===== src/rtl/jump_encoder.sv =====
// jump_encoder: builds MIPS J/JAL instruction words from a PC and an absolute
// jump target, flagging targets the 26-bit jump field cannot reach.
// Two-stage valid/ready pipeline: S1 captures the request and evaluates
// reachability, S2 holds the encoded word presented to the consumer.
module jump_encoder #(
  parameter logic [5:0]  OPC_J   = 6'b000010,
  parameter logic [5:0]  OPC_JAL = 6'b000011,
  parameter int unsigned CNT_W   = 16
) (
  input  logic             clk,
  input  logic             reset,
  input  logic             in_valid,
  output logic             in_ready,
  input  logic [31:0]      in_pc,
  input  logic [31:0]      in_target,
  input  logic             in_link,
  output logic             out_valid,
  input  logic             out_ready,
  output logic [31:0]      out_instr,
  output logic             out_err,
  output logic [1:0]       out_err_code,
  output logic [CNT_W-1:0] err_count
);

  localparam logic [CNT_W-1:0] CNT_ONE = {{(CNT_W-1){1'b0}}, 1'b1};
  localparam logic [CNT_W-1:0] CNT_MAX = {CNT_W{1'b1}};

  // Only the region nibble of the PC matters; the rest never leaves the port.
  logic unused_pc_low;
  assign unused_pc_low = ^in_pc[27:0];

  // Stage 1 registers
  logic        s1_valid_q,  s1_valid_d;
  logic [3:0]  s1_region_q, s1_region_d;
  logic [31:0] s1_target_q, s1_target_d;
  logic        s1_link_q,   s1_link_d;

  // Stage 2 (output) registers
  logic        s2_valid_q, s2_valid_d;
  logic [31:0] s2_instr_q, s2_instr_d;
  logic        s2_err_q,   s2_err_d;
  logic [1:0]  s2_code_q,  s2_code_d;

  logic [CNT_W-1:0] err_count_q, err_count_d;

  // Handshake / advance signals
  logic in_fire;
  logic out_fire;
  logic s1_advance;

  // S1 reachability results
  logic        s1_region_err;
  logic        s1_align_err;
  logic [5:0]  s1_opcode;
  logic [31:0] s1_instr;

  // Handshakes: S2 frees up when empty or draining, S1 moves when S2 can take it.
  always_comb begin
    out_fire   = s2_valid_q && out_ready;
    s1_advance = s1_valid_q && (!s2_valid_q || out_fire);
    in_ready   = !s1_valid_q || s1_advance;
    in_fire    = in_valid && in_ready;
  end

  // S1 evaluation: region must match the PC nibble, target must be word aligned.
  always_comb begin
    s1_region_err = (s1_target_q[31:28] != s1_region_q);
    s1_align_err  = (s1_target_q[1:0] != 2'b00);
    s1_opcode     = s1_link_q ? OPC_JAL : OPC_J;
    s1_instr      = {s1_opcode, s1_target_q[27:2]};
  end

  // S1 next state: refill from the input whenever the slot is free or moving on.
  always_comb begin
    s1_valid_d  = s1_valid_q;
    s1_region_d = s1_region_q;
    s1_target_d = s1_target_q;
    s1_link_d   = s1_link_q;
    if (in_ready) begin
      s1_valid_d = in_valid;
    end
    if (in_fire) begin
      s1_region_d = in_pc[31:28];
      s1_target_d = in_target;
      s1_link_d   = in_link;
    end
  end

  // S2 next state: load from S1 on advance, otherwise empty out after a transfer.
  // Data is left untouched when the slot empties so a stalled word never changes.
  always_comb begin
    s2_valid_d = s2_valid_q;
    s2_instr_d = s2_instr_q;
    s2_err_d   = s2_err_q;
    s2_code_d  = s2_code_q;
    if (s1_advance) begin
      s2_valid_d = 1'b1;
      s2_instr_d = s1_instr;
      s2_code_d  = {s1_align_err, s1_region_err};
      s2_err_d   = s1_align_err || s1_region_err;
    end else if (out_fire) begin
      s2_valid_d = 1'b0;
    end
  end

  // Error counter: counts delivered erroneous results, sticks at all-ones.
  always_comb begin
    err_count_d = err_count_q;
    if (out_fire && s2_err_q && (err_count_q != CNT_MAX)) begin
      err_count_d = err_count_q + CNT_ONE;
    end
  end

  // Stage 1 register with synchronous reset.
  always_ff @(posedge clk) begin
    if (reset) begin
      s1_valid_q  <= 1'b0;
      s1_region_q <= 4'h0;
      s1_target_q <= 32'h0;
      s1_link_q   <= 1'b0;
    end else begin
      s1_valid_q  <= s1_valid_d;
      s1_region_q <= s1_region_d;
      s1_target_q <= s1_target_d;
      s1_link_q   <= s1_link_d;
    end
  end

  // Stage 2 register and error counter with synchronous reset.
  always_ff @(posedge clk) begin
    if (reset) begin
      s2_valid_q  <= 1'b0;
      s2_instr_q  <= 32'h0;
      s2_err_q    <= 1'b0;
      s2_code_q   <= 2'b00;
      err_count_q <= '0;
    end else begin
      s2_valid_q  <= s2_valid_d;
      s2_instr_q  <= s2_instr_d;
      s2_err_q    <= s2_err_d;
      s2_code_q   <= s2_code_d;
      err_count_q <= err_count_d;
    end
  end

  assign out_valid    = s2_valid_q;
  assign out_instr    = s2_instr_q;
  assign out_err      = s2_err_q;
  assign out_err_code = s2_code_q;
  assign err_count    = err_count_q;

endmodule


===== config.mk =====
export PLATFORM = sky130hd
export DESIGN_NAME = jump_encoder
export DESIGN_NICKNAME = d
export VERILOG_FILES = /design/src/rtl/jump_encoder.sv
export SDC_FILE = /design/constraint.sdc
export NUM_CORES = 1
export LEC_CHECK = 0
export BUFFER_PORTS_ARGS = -buffer_cell sky130_fd_sc_hd__buf_2
export CAP_MARGIN = 15
export CORE_ASPECT_RATIO = 0.9
export CORE_MARGIN = 2
export CORE_UTILIZATION = 46
export CTS_BUF_LIST = sky130_fd_sc_hd__clkbuf_4
export CTS_CLUSTER_SIZE = 25
export DETAILED_ROUTE_END_ITERATION = 8
export PLACE_DENSITY = 0.81
export SLEW_MARGIN = 10
export SYNTH_ARGS = -nofsm -noshare
export SYNTH_HDL_FRONTEND = slang
export SYNTH_SLANG_ARGS = --single-unit
export TNS_END_PERCENT = 50

===== constraint.sdc =====
create_clock -name clk -period 1.8 [get_ports clk]
set_input_delay 0.27 -clock clk [delete_from_list [all_inputs] [get_ports clk]]
set_output_delay 0.27 -clock clk [all_outputs]
set_load 0.005 [all_outputs]

After elaboration in Yosys (flattened, before gate mapping). Index checks and enable logic that the tools add are counted.

Flip-flop bits (word level): 90. Input bits: 69. Output and inout bits: 53. Word-level logic and storage cells: 27.

Add/sub/neg operators: 1. Eq/ne operators: 2. Mux-type cells: 3. Reductions and logical operators: 12.

Operator list (number): adder 16 x 1 -> 16 bit, second input constant (1); inequality test 16 bit, second input constant (1); logical AND 1 bit (5); inequality test 4 bit (1); nonzero test 2 bit (2); logical OR 1 bit (3); 2-to-1 mux 1 bit (3); zero test 1 bit (2).

Logic depth before layout (Yosys ltp).
Depth after elaboration: 5. Gate-level depth with buffers: 6. Depth with buffers taken out: 5.

Least setup slack after synthesis. Ideal clock, no wire load.

Path type: flip-flop to flip-flop. Start point: register err_count_q[0], in the netlist err_count[0]. End point: register err_count_q[8], in the netlist err_count[8]. Setup time: 70 ps. Arrival time: 1670 ps. Required time: 1730 ps. Slack: 60 ps. Stages on the path, launching flop included: 6. Buffers on the path: 0. Clock period less this slack: 1740 ps. Path through: dfxtp_1 -> ha_1 -> nand4_1 -> or2_1 -> or4_1 -> a21oi_1.

Longest elaborated chain between the ends: 2. Elaborated cells on any way between the ends: 3. Those cells by class: add/sub (1); eq/ne (1); reduce/logical (1).

RTL lines: from (decl) (RTL line 44) `logic [CNT_W-1:0] err_count_q, err_count_d;`; from (signal assigned) (RTL line 142) `err_count_q <= err_count_d;`; branches (longest 2 deep; another with adder 16 x 1 -> 16 bit).

Several ways; the timed one is not identified. A chain may end at the register's enable or synchronous reset.

Final worst setup path.
Start point: register err_count_q[5], in the netlist err_count[5]. End point: register err_count_q[11], in the netlist err_count[11].

Same word-level chain as after synthesis.

==> impl_metrics.csv <==
group,metric,value,unit
status,status,"complete, no violations",
sta,min_period,1.73,ns
power,power.internal,0.00267,W
power,ir_drop,0.646,mV
final_layout,layout.nets,584,
worst_setup_path,start_kind,"flip-flop",
die,fp.dieW,93.4,um
worst_setup_path,critPathRequiredTime,2.14,ns
power,swShare,0.246,
logic_synthesis,yosysUniqueCellTypes,39,
grt,grt_pass1_vias,2701,
sta,final.period_utilization,0.961,
logic_synthesis,yosysWarnings,0,
cts,h-tree-depth,3,
power,power_frac_seq,0.569,
sta,timing.final.hold_violations,0,
logic_synthesis,async_flop_share,0,
final_layout,n_fill_cell,642,
cts,cts_buffers,9,
grt,grt_max_degree,54,
power,clockPowerShare,0.350,
cts,worstSkewPairLatency,0.43,ns
sta,setup_viol,0,
run,maxCapViolations,0,
sta,fmax,0.578,GHz
logic_synthesis,syn-cell-area,0.00331,sq mm
grt,grt_overflow,0,
placed_design,hpwlAfterDp,5.22,mm
detailed_routing,via_per_inst,5.04,
worst_hold_path,worstHoldStart,"in_target[24]",
die,io_pins,122,
logic_synthesis,synth.avg_cell_area,7.99,sq um
worst_setup_path,critPathMaxFanout,4,
cts,cts_tree,"yes",
placed_design,gp_congestion,0.826,
worst_setup_path,end_kind,"flip-flop",
power,combinationalPowerShare,0.082,
grt,use_met1,0.237,
placed_design,port_buffers,89,
detailed_routing,avgRoutedWirePerCell,12.4,um
sta,clock_skew,0.0145,ns
logic_synthesis,ys.flop_type,"dfxtp_1",
cts,cts-root-buf,"clkbuf_4",
worst_setup_path,r2r_start,"err_count[5]$_SDFFE_PP0P_",
detailed_routing,drtIter0Drc,134,
sta,rsz0062_at_grt,"false",
final_layout,drive_gt1_frac,0.281,
final_layout,syn2layout_area_growth,25.9,%
worst_setup_path,path_class,"flip-flop to flip-flop",
detailed_routing,ant_nets,0,
die,dieArea,0.00789,sq mm
logic_synthesis,synth-edff-count,0,
worst_setup_path,critical_path.startpoint,"err_count[5]$_SDFFE_PP0P_",
detailed_routing,via_count,3082,
die,rows,29,
grt,grt_pass1_wl,12.2,mm
detailed_routing,dr.pass1.iters,4,
grt,grt_most_used_layer,"met2",
final_layout,num_antenna_cells,0,
die,fp.dieH,84.5,um
power,p_switching,0.000869,W
logic_synthesis,synthCells,414,
worst_setup_path,critPathArrivalTime,2.07,ns
power,power,0.00354,W
detailed_routing,drc,0,
final_layout,layout_commonest_cell,"nand2_1",
die,start_util,0.473,
grt,globalRouteMet3Util,0.0601,
final_layout,final_cell_mix,"nand2_1, buf_2, dfxtp_1",
worst_hold_path,min_path_type,"primary input to flip-flop",
power,leakage,1.77,nW
cts,cts.sinks,86,
sta,whs,0.0533,ns
final_layout,post-route-util,0.595,
power,p_per_area,848,mW/mm^2
die,core,0.00700,sq mm
grt,grtUsageTotal,0.193,
cts,clk_pin_slew,0.14,ns
sta,slew_violations,0,
grt,antenna_found_initial,0,
logic_synthesis,ys_ff_latch,86,
logic_synthesis,seq_area_frac_synth,0.520,
grt,grtUsageMet2,0.326,
cts,cts_buffer_depth,2,
detailed_routing,postRouteWirelength,7.60,mm
==> power by group through the flow <==
| stage | Clock (W) | Combinational (W) | Sequential, W |
|---|---|---|---|
| 6_report | 0.00124 | 0.000289 | 0.00201 |
| 5_1_grt | 0.00136 | 0.000327 | 0.00202 |
| 4_1_cts | 0.00128 | 0.000293 | 0.00201 |
| 3_5_place_dp | 0 | 0.000292 | 0.00205 |
| 3_3_place_gp | 0 | 0.000285 | 0.00205 |
| 2_1_floorplan | 0 | 0.000171 | 0.00205 |
==> cells in the mapped netlist (2+ instances only) <==
master	n	area, sq um
nor2_1	17	63.8
a21oi_1	72	360
or4_1	4	30.0
nor3b_1	2	15.0
a41oi_1	2	17.5
inv_1	3	11.3
nand2b_1	3	18.8
o21ai_0	3	15.0
nand3_1	7	35.0
nor4b_1	2	17.5
or3_1	2	12.5
o31ai_1	4	30.0
nor4_1	3	18.8
dfxtp_1	86	1720
clkbuf_1	20	75.1
xnor2_1	4	35.0
nor2b_1	4	25.0
mux2_2	3	33.8
nand4_1	3	18.8
nor3_1	11	55.1
buf_1	4	15.0
and2_1	2	12.5
nand2_1	134	503
buf_4	4	30.0
==> worst max-delay path, stage by stage, from the launching register on <==
cell and delay (ns):
dfxtp_1 0.43, nand4_4 0.12, or3_4 0.43, nor4b_2 0.30, mux2_2 0.37
==> final cells by class <==
| cell class | instances | area [sq um] | area share |
|---|---|---|---|
| inverters | 3 | 11.3 | 0.00270 |
| flip-flops and latches | 86 | 1730 | 0.414 |
| clock inverters | 7 | 96.3 | 0.0231 |
| multi-input cells | 299 | 1490 | 0.358 |
| repair buffers | 115 | 657 | 0.158 |
| clock buffers | 9 | 67.6 | 0.0162 |
| well taps | 93 | 116 | 0.0279 |
==> final timing paths <==
check             cells past startpoint                           end  slack [ns]
setup / recovery                      4    err_count[11]$_SDFFE_PP0P_        0.07
hold / removal                        3  s1_target_q[24]$_SDFFE_PP0P_        0.05
setup reg to reg                      4    err_count[11]$_SDFFE_PP0P_        0.07
hold reg to reg                       2    out_instr[11]$_SDFFE_PP0P_        0.46
==> metrics by stage <==
stage	TNS (ns)	instances	area [sq um]	setup WS [ns]
after global routing	0	612	4170	0.00724
after floorplan	0	417	3320	0.0595
after detailed placement	-0.0121	594	3950	-0.0121
after CTS	0	610	4120	0.0331
final	0	612	4170	0.0704
after global placement	0	594	3950	0.0519
==> cells by family (layout without fill, tap and decap cells) <==
logic type / Yosys count / after routing / synth area share
and+or+nand+nor: 201 / 201 / 0.272
DFF: 86 / 86 / 0.520
AOI/OAI and AO/OA: 85 / 85 / 0.138
buffers and inverters: 32 / 134 / 0.0412
xor gates and xnor gates: 4 / 4 / 0.0106
muxes: 4 / 4 / 0.0132
adders and majority gates: 1 / 1 / 0.00378
other: 1 / 4 / 0.00113
==> timing repair <==
action	in CTS	in global routing
setup buffers	0	2
pin swaps	0	2
resized for setup	1	9
hold buffers	0	0
endpoints found under the setup margin	1	6
==> flip-flops by register name, summed over array words and instances (netlist names) <==
register / flops
out_instr: 28
s1_valid_q: 1
err_count: 16
out_valid: 1
out_err: 1
s1_link_q: 1
s1_target_q: 32
out_err_code: 2
s1_region_q: 4
==> metal layers <==
metal / vias to the layer above / routed length (um)
met5: - / 0
met4: 0 / 135
met3: 14 / 497
met2: 103 / 3710
met1: 1386 / 3260
li1: 1579 / -
No activity file was read; power rests on OpenSTA's default activity.
